### src/rtl/data_memory_ctrl.sv
// Single-port data memory behind a valid/ready request port.
// After reset the array is zero-filled one word per cycle, then requests are
// served one per cycle. Reads come back through a READ_LATENCY-deep pipeline.
module data_memory_ctrl #(
  parameter int DATA_WIDTH   = 8,
  parameter int ADDR_WIDTH   = 8,
  parameter int MEMORY_SIZE  = 256,
  parameter int READ_LATENCY = 1
) (
  input  logic                    clk,
  input  logic                    rst,
  input  logic                    req_valid,
  output logic                    req_ready,
  input  logic                    req_write,
  input  logic [ADDR_WIDTH-1:0]   req_addr,
  input  logic [DATA_WIDTH-1:0]   req_wdata,
  input  logic [DATA_WIDTH/8-1:0] req_be,
  output logic                    rsp_valid,
  output logic [DATA_WIDTH-1:0]   rsp_rdata,
  output logic                    rsp_error,
  output logic                    busy
);

  localparam int NUM_BYTES = DATA_WIDTH / 8;

  localparam logic STATE_CLEAR = 1'b0;
  localparam logic STATE_READY = 1'b1;

  // One extra bit so the bound compare works when MEMORY_SIZE == 2**ADDR_WIDTH.
  localparam logic [ADDR_WIDTH:0]   MEM_LIMIT = (ADDR_WIDTH + 1)'(MEMORY_SIZE);
  localparam logic [ADDR_WIDTH-1:0] LAST_ADDR = ADDR_WIDTH'(MEMORY_SIZE - 1);

  // Reject illegal configurations while elaborating.
  generate
    if (READ_LATENCY < 1 || READ_LATENCY > 4) begin : g_bad_latency
      $error("data_memory_ctrl: READ_LATENCY must be in 1..4");
    end
    if (DATA_WIDTH < 8 || (DATA_WIDTH % 8) != 0) begin : g_bad_width
      $error("data_memory_ctrl: DATA_WIDTH must be a non-zero multiple of 8");
    end
    if (MEMORY_SIZE < 1 || MEMORY_SIZE > (2 ** ADDR_WIDTH)) begin : g_bad_size
      $error("data_memory_ctrl: MEMORY_SIZE must be in 1..2**ADDR_WIDTH");
    end
  endgenerate

  logic                  state_reg;
  logic [ADDR_WIDTH-1:0] clr_cnt_reg;

  logic [DATA_WIDTH-1:0] mem [MEMORY_SIZE];

  logic                  pipe_valid_reg [READ_LATENCY];
  logic                  pipe_error_reg [READ_LATENCY];
  logic [DATA_WIDTH-1:0] pipe_data_reg  [READ_LATENCY];

  logic                  clearing;
  logic                  accept;
  logic                  addr_in_range;
  logic                  wr_accept;
  logic                  rd_accept;
  logic [NUM_BYTES-1:0]  mem_we;
  logic [ADDR_WIDTH-1:0] mem_waddr;
  logic [DATA_WIDTH-1:0] mem_wdata;

  assign clearing      = (state_reg == STATE_CLEAR);
  assign req_ready     = (state_reg == STATE_READY);
  assign busy          = clearing;
  assign accept        = req_valid && req_ready && !rst;
  assign addr_in_range = ({1'b0, req_addr} < MEM_LIMIT);
  assign wr_accept     = accept && req_write && addr_in_range;
  assign rd_accept     = accept && !req_write;

  // The single write port is shared: zero-fill owns it during CLEAR.
  assign mem_waddr = clearing ? clr_cnt_reg : req_addr;
  assign mem_wdata = clearing ? '0 : req_wdata;

  generate
    for (genvar gi = 0; gi < NUM_BYTES; gi++) begin : g_lane
      assign mem_we[gi] = clearing || (wr_accept && req_be[gi]);
    end
  endgenerate

  // Zero-fill sequencer: walk every word once, then serve requests.
  always_ff @(posedge clk) begin
    if (rst) begin
      state_reg   <= STATE_CLEAR;
      clr_cnt_reg <= '0;
    end else if (state_reg == STATE_CLEAR) begin
      if (clr_cnt_reg == LAST_ADDR) begin
        state_reg   <= STATE_READY;
        clr_cnt_reg <= '0;
      end else begin
        clr_cnt_reg <= clr_cnt_reg + 1'b1;
      end
    end
  end

  // Byte-lane memory write; lanes without an enable keep their contents.
  always_ff @(posedge clk) begin
    for (int b = 0; b < NUM_BYTES; b++) begin
      if (mem_we[b]) begin
        mem[mem_waddr][8*b +: 8] <= mem_wdata[8*b +: 8];
      end
    end
  end

  // First read stage: sample the array at the acceptance edge; out-of-range
  // and idle slots carry zero data so the output is zero when not valid.
  always_ff @(posedge clk) begin
    if (rst) begin
      pipe_valid_reg[0] <= 1'b0;
      pipe_error_reg[0] <= 1'b0;
      pipe_data_reg[0]  <= '0;
    end else begin
      pipe_valid_reg[0] <= rd_accept;
      pipe_error_reg[0] <= rd_accept && !addr_in_range;
      pipe_data_reg[0]  <= (rd_accept && addr_in_range) ? mem[req_addr] : '0;
    end
  end

  // Remaining latency stages: plain shift, flushed by reset.
  always_ff @(posedge clk) begin
    for (int s = 1; s < READ_LATENCY; s++) begin
      if (rst) begin
        pipe_valid_reg[s] <= 1'b0;
        pipe_error_reg[s] <= 1'b0;
        pipe_data_reg[s]  <= '0;
      end else begin
        pipe_valid_reg[s] <= pipe_valid_reg[s-1];
        pipe_error_reg[s] <= pipe_error_reg[s-1];
        pipe_data_reg[s]  <= pipe_data_reg[s-1];
      end
    end
  end

  assign rsp_valid = pipe_valid_reg[READ_LATENCY-1];
  assign rsp_error = pipe_error_reg[READ_LATENCY-1];
  assign rsp_rdata = pipe_data_reg[READ_LATENCY-1];

endmodule

### config.mk
export PLATFORM = sky130hd
export DESIGN_NAME = data_memory_ctrl
export DESIGN_NICKNAME = d
export VERILOG_FILES = /design/src/rtl/data_memory_ctrl.sv
export SDC_FILE = /design/constraint.sdc
export NUM_CORES = 2
export LEC_CHECK = 0
export CAP_MARGIN = 40
export CELL_PAD_IN_SITES_DETAIL_PLACEMENT = 0
export CELL_PAD_IN_SITES_GLOBAL_PLACEMENT = 2
export CORE_MARGIN = 1.5
export CORE_UTILIZATION = 45
export CTS_CLUSTER_DIAMETER = 200
export DETAILED_ROUTE_END_ITERATION = 8
export HOLD_SLACK_MARGIN = 0.02
export MAX_ROUTING_LAYER = met4
export PLACE_DENSITY = 0.83
export SYNTH_ARGS = -nofsm -noshare
export SYNTH_HDL_FRONTEND = slang
export SYNTH_SLANG_ARGS = --single-unit
### constraint.sdc
create_clock -name clk -period 5 [get_ports clk]
set_input_delay 1 -clock clk [delete_from_list [all_inputs] [get_ports clk]]
set_output_delay 1 -clock clk [all_outputs]
set_load 0.03 [all_outputs]
# Word-level counts from Yosys, hierarchy flattened
# Memories as Yosys holds them, arrays and structs flattened.
# Index checks and enable logic that the tools add are counted.
# totals
register_bits,9
ram_bits,2057
in_bits,21
memories,3
# memory_table
memory,depth,width,read_ports,rd_ports_with_merged_regs,wr,line_no,text
mem,256,8,1,0,1,49,logic [DATA_WIDTH-1:0] mem [MEMORY_SIZE];
pipe_data_reg,1,8,1,0,1,53,logic [DATA_WIDTH-1:0] pipe_data_reg [READ_LATENCY];
pipe_valid_reg,1,1,1,0,1,51,logic pipe_valid_reg [READ_LATENCY];
# classes
add_sub_neg,1
n_eq_ne,1
n_mux,15
bitwise,1
n_reduce_logical,10
# op_table
cell,count
2-to-1 mux 8 bit,5
2-to-1 mux 1 bit,10
"adder 8 x 1 -> 8 bit, second input constant",1
"== test 8 bit, second input constant",1
OR reduction 8 bit,1
logical AND 1 bit,5
logical NOT 1 bit,2
logical OR 1 bit,1
NOT 1 bit,1
OR reduction 1 bit,1

# Logic depth before layout (Yosys ltp)
# logic_depth
ltp_word,7
depth_mapped,12
ltp_nobuf,7

# Least setup slack after synthesis
# Ideal clock, no wire load.
# synth_path
kind,register -> register
startpoint,register state_reg (netlist: req_ready)
endpoint,memory mem[0][0] (data pin)
arrival_time_ns,4.741
path_slack_ns,-0.608
stages_incl_launch_ff,6
n_path_buf,4
synth_period_minus_slack_ns,5.608
path_cell_list,dfxtp_1 > clkbuf_1 > buf_2 > buf_2 > clkbuf_1 > and2_1
# synth_between
elab_chain_len,1
# synth_lines
item,line_no,text
from (decl),46,logic state_reg;
from (signal assigned),85,state_reg <= STATE_CLEAR;
from (signal assigned),89,state_reg <= STATE_READY;
2-to-1 mux 8 bit,74,assign mem_wdata = clearing ? '0 : req_wdata;
net mem_wdata[0],62,logic [DATA_WIDTH-1:0] mem_wdata;
to (decl),49,
# The timed path passes the listed nets, and every way through them passes these cells.

# Final worst setup path
# layout_path
startpoint,input req_addr[6]
endpoint,memory pipe_data_reg[0][4]
# layout_between
elab_chain_len,3
# layout_lines
item,line_no,text
from (decl),15,"input logic [ADDR_WIDTH-1:0] req_addr,"
memory read (256 x 8 bit),--,
2-to-1 mux 8 bit,116,pipe_data_reg[0] <= (rd_accept && addr_in_range) ? mem[req_addr] : '0;
2-to-1 mux 8 bit (no line),--,
to (decl),53,
# Every way passes these cells.

==> results.md <==
- The proportion of total power due to net switching is 20.7%.
- The startpoint of the worst register-to-register path is req_ready$_SDFF_PP0_.
- After layout, the worst path uses 74.8% of the clock period.
- The required time of the worst setup path is 5730 ps.
- The routed layout has 42500 vias.
- The initial antenna violation count is 11.
- For this run, the leading register cell type out of synthesis is edfxtp_1.
- The final critical-path required period is 3740 ps.
- Buffers added to address setup during post-CTS repair amount to 0.
- Clock tree synthesis found a total of 2066 sinks.
- The share of synthesized area occupied by flip-flops and latches is 75.5%.
- In this run, flip-flops and latches consume 54.7% of the power.
- In this run the critical register-to-register path is captured at mem[129][7]$_DFFE_PP_.
- The critical path starts at req_addr[6].
- The number of routed nets with antenna violations is 0.
- TritonCTS built the clock tree.
- Summing all multi-input logic gate instances after layout gives 18000 um^2.
- On the final layout, the worst hold slack is 585 ps.
- The tree is rooted in a clkbuf_16.
- The total global routing overflow is 0.
- The share of power burned in the clock network is 42.0%.
- The die boundary width is 430 um.
- The final hold violation count was 0.
- The number of cell instances on the worst register-to-register path is 9.
- By area the synthesized netlist is led by edfxtp_1 75%, mux4_2 7.4%, mux4_1 3.8%.
- In this run the worst path has a maximum fanout of 15.
- The net load switching power is 7120 uW.
- The share of synthesized flip-flops with an asynchronous set or reset is 0%.
- The total area inside the core boundary comes to 181000 um^2.
- The worst setup path is launched from an input pin.
- The count of buffers inserted at the top-level ports is 31.
- Across the whole layout, storage elements account for 61900 um^2.
- For this block, the initial DRC count from the detailed router was 5422.
- The total routing resource utilization after global routing is 24.4%.
- Setup total negative slack on the finished layout was measured at 0 ps.
- The worst hold path belongs to the class flip-flop to flip-flop.
- Among all cell types in the netlist, the one instantiated most often is edfxtp_1.
- The number of synthesized flops with an enable pin is 2048.
- The final wirelength is 220000 um.
- The number of buffers on the longest clock path is 3.
- During synthesis, Yosys emitted a total of 0 warnings.
- The met3 routing resource usage after global routing is 4.47%.
- Clock skew on the completed layout was measured at 53.4 ps.
- The type of destination of the critical path is a flip-flop.
- Across the run, the number of max-cap violations was 0.
- Summed over all cells, the static leakage comes to 0.0331 uW.
- Along the worst hold path, the cell count comes to 2.
- The synthesized flop and latch total is 2066.
- Entering global routing, the biggest net connects 132 pins.
- The hold-fix buffer count after cts is 0.
- 33 I/O pins were placed.
- The number of max-slew violations in the final report was 0.
- Setup slack on the worst reg-to-reg path comes out at 1260 ps.
- The average instance in the mapped netlist occupies 20.1 um^2.
- The summed area of non-filler cells in the final layout is 91700 um^2.
- The number of cells produced by synthesis is 4086.
- The number of rows in the core area is 156.
- The number of gates resized after CTS was 0.
- After the last flow step, the layout net total stands at 4332.
- Global routing consumed, on the met2 layer, 36.8% of the routing resources.
- The post-synthesis to final-layout area growth is 11.9%.
- The maximum clock rate is 267 MHz.
- The insertion delay of the later-clocked pin in the worst-skew pair is 850 ps.
- Summed over all instances, the cell type with the most area after synthesis is edfxtp_1.
- The first-pass GRT wire length is 311000 um.
- The initial utilization of the core area, before any placement, comes to 45.3%.
- The vertical die dimension is 430 um.
- Setup violations remaining at the end of the flow were counted as 0.
- The proportion of power drawn by combinational gates is 3.3%.
- After clock tree synthesis, the clock-pin slew on the worst setup and hold paths is 60 ps.
- In the global route stage, met1 resource usage came out at 33.3%.
- Setup repair after global routing left no endpoint under its margin.
- The first TritonRoute pass finished after 5 iterations.
- The total DRC errors in the routed layout is 0.
- The die covers 185000 um^2.
- The busiest metal layer after global routing is met2.
- The run finished with clean final reports.
- The per-cell via count in the routed design is 6.20.
- The most critical setup path has its endpoint at pipe_data_reg[0][4]$_SDFF_PP0_.
- The number of global-route vias before repair is 41700.
- The unique cell type count in the Yosys netlist is 81.
- The max-slew headroom at the worst pin is 35.0%.
- Counting every net in the synthesized netlist gives 4108.
- After synthesis, the most frequently instantiated cells are 2048 x edfxtp_1, 341 x nor2_1, 271 x mux4_2.
- Counting the fill cells in the layout gives 14100.
- After legalization and detailed placement, the total HPWL measured 143000 um.
- In this run the cell area measured after placement is 85500 um^2.
- The internal portion of the total power is 27200 uW.
- The arrival time of data at the critical path endpoint is 4470 ps.
- The combined area of all synthesized cells is 82000 um^2.
- The cell count after placement is 6482.
- The H-tree generated during clock tree synthesis spans 4 levels.
- The number of buffers added by the clock tree synthesis step is 196.
- The final standard cell count with taps included and fillers excluded is 6851.
- The final estimated routing congestion in global placement is 0.975.
- For the pin with the worst max-slew slack, the measured transition is 951 ps.
- The worst-case IR drop observed on VDD is 0.362 mV.
- The critical path start-end classification is input pin to flip-flop.
- In the final routed layout, each cell accounts on average for 32.1 um.
- In this run the power density over the cells is 374 nW/um^2.
- The area share of the leading cell type in the synthesized netlist is 75.0%.
- The register with the most flip-flops in the layout has 2048 of them.
- The post-route netlist has 18.5% of its cells at a drive strength greater than 1.
[through the flow]
| stage | util [%] | worst slack (ps) | total power (uW) |
|---|---|---|---|
| final | 50.7 | 1260 | 34300 |
| after CTS | 50.7 | 1230 | 34500 |
| after global placement | 47.2 | 390 | 20200 |
| after detailed placement | 47.3 | 518 | 20200 |
| after global routing | 50.7 | 1160 | 35100 |
| after floorplan | - | 1190 | 19900 |
[final cells by class]
type	count	area share [%]
timing repair buffer	280	2.85
clock inverter	111	1.16
multi-input combinational	1759	19.7
antenna	10	0.0273
inverter	7	0.0300
tap	2370	3.23
sequential	2066	67.4
clock buffer	248	5.58
[critical path, stage by stage]
cell and delay (ps):
clkdlybuf4s50_1 650, buf_4 330, nor3b_1 720, nand2_1 680, a211oi_1 590, a311oi_1 170
nand4_1 220, o21bai_1 90
[cell usage in the layout (no fill, tap or decap), types with 6 or more instances in the layout]
cell	Yosys	final
nand4_1	22	22
buf_12	10	32
clkbuf_1	74	51
a21oi_1	34	34
o221ai_1	60	60
and2_1	18	9
mux4_2	271	271
or3_1	13	13
o22a_1	11	11
mux4_1	120	120
nand2b_1	15	14
inv_6	0	7
clkbuf_16	0	197
o22ai_1	64	64
o21ai_0	55	55
or2_2	7	6
a211oi_1	15	15
diode_2	0	10
edfxtp_1	2048	2048
o211ai_1	6	6
bufinv_16	0	15
o32ai_1	7	7
nand3_1	64	64
nor4_1	25	25
a22oi_1	54	54
nor2_1	341	339
clkdlybuf4s50_1	0	27
clkinv_2	0	28
a2111oi_0	13	13
and2_4	0	8
clkinv_1	0	49
dfxtp_1	18	18
nor3_1	82	80
a31oi_1	12	12
nand2_1	99	99
mux2i_1	261	261
buf_4	10	212
[kinds of logic after synthesis]
| kind of cell | count (synthesis) | synth area share [%] |
|---|---|---|
| other cells | 1 | 0.00457 |
| fa+ha+maj | 1 | 0.0153 |
| flops | 2066 | 75.5 |
| xor+xnor | 4 | 0.0427 |
| mux | 655 | 14.5 |
| simple gates | 713 | 3.94 |
| buf+inv | 261 | 2.63 |
| compound gates | 385 | 3.40 |
[power by group through the flow]
stage	Sequential (uW)	Combinational, uW	Clock, uW
global route	18800	1140	15200
global placement	19100	1090	0
floorplan	19100	741	0
CTS	18800	1100	14600
detailed placement	19100	1100	0
finish	18800	1110	14400
[worst min path at each step]
stage	startpoint	to
4_1_cts	clr_cnt_reg[7]$_SDFFE_PP0N_	clr_cnt_reg[7]$_SDFFE_PP0N_
5_1_grt	clr_cnt_reg[2]$_SDFFE_PP0N_	clr_cnt_reg[2]$_SDFFE_PP0N_
3_5_place_dp	clr_cnt_reg[7]$_SDFFE_PP0N_	clr_cnt_reg[7]$_SDFFE_PP0N_
3_3_place_gp	clr_cnt_reg[3]$_SDFFE_PP0N_	clr_cnt_reg[3]$_SDFFE_PP0N_
6_report	clr_cnt_reg[1]$_SDFFE_PP0N_	clr_cnt_reg[1]$_SDFFE_PP0N_
2_1_floorplan	clr_cnt_reg[7]$_SDFFE_PP0N_	clr_cnt_reg[7]$_SDFFE_PP0N_
[per-layer routing]
| layer | routed length [um] | part of all wire [%] |
|---|---|---|
| met4 | 8780 | 4.0 |
| met5 | 0 | 0 |
| met1 | 86600 | 39 |
| met2 | 103000 | 47 |
| met3 | 21400 | 9.7 |
Power figures use the tool's default switching activity.
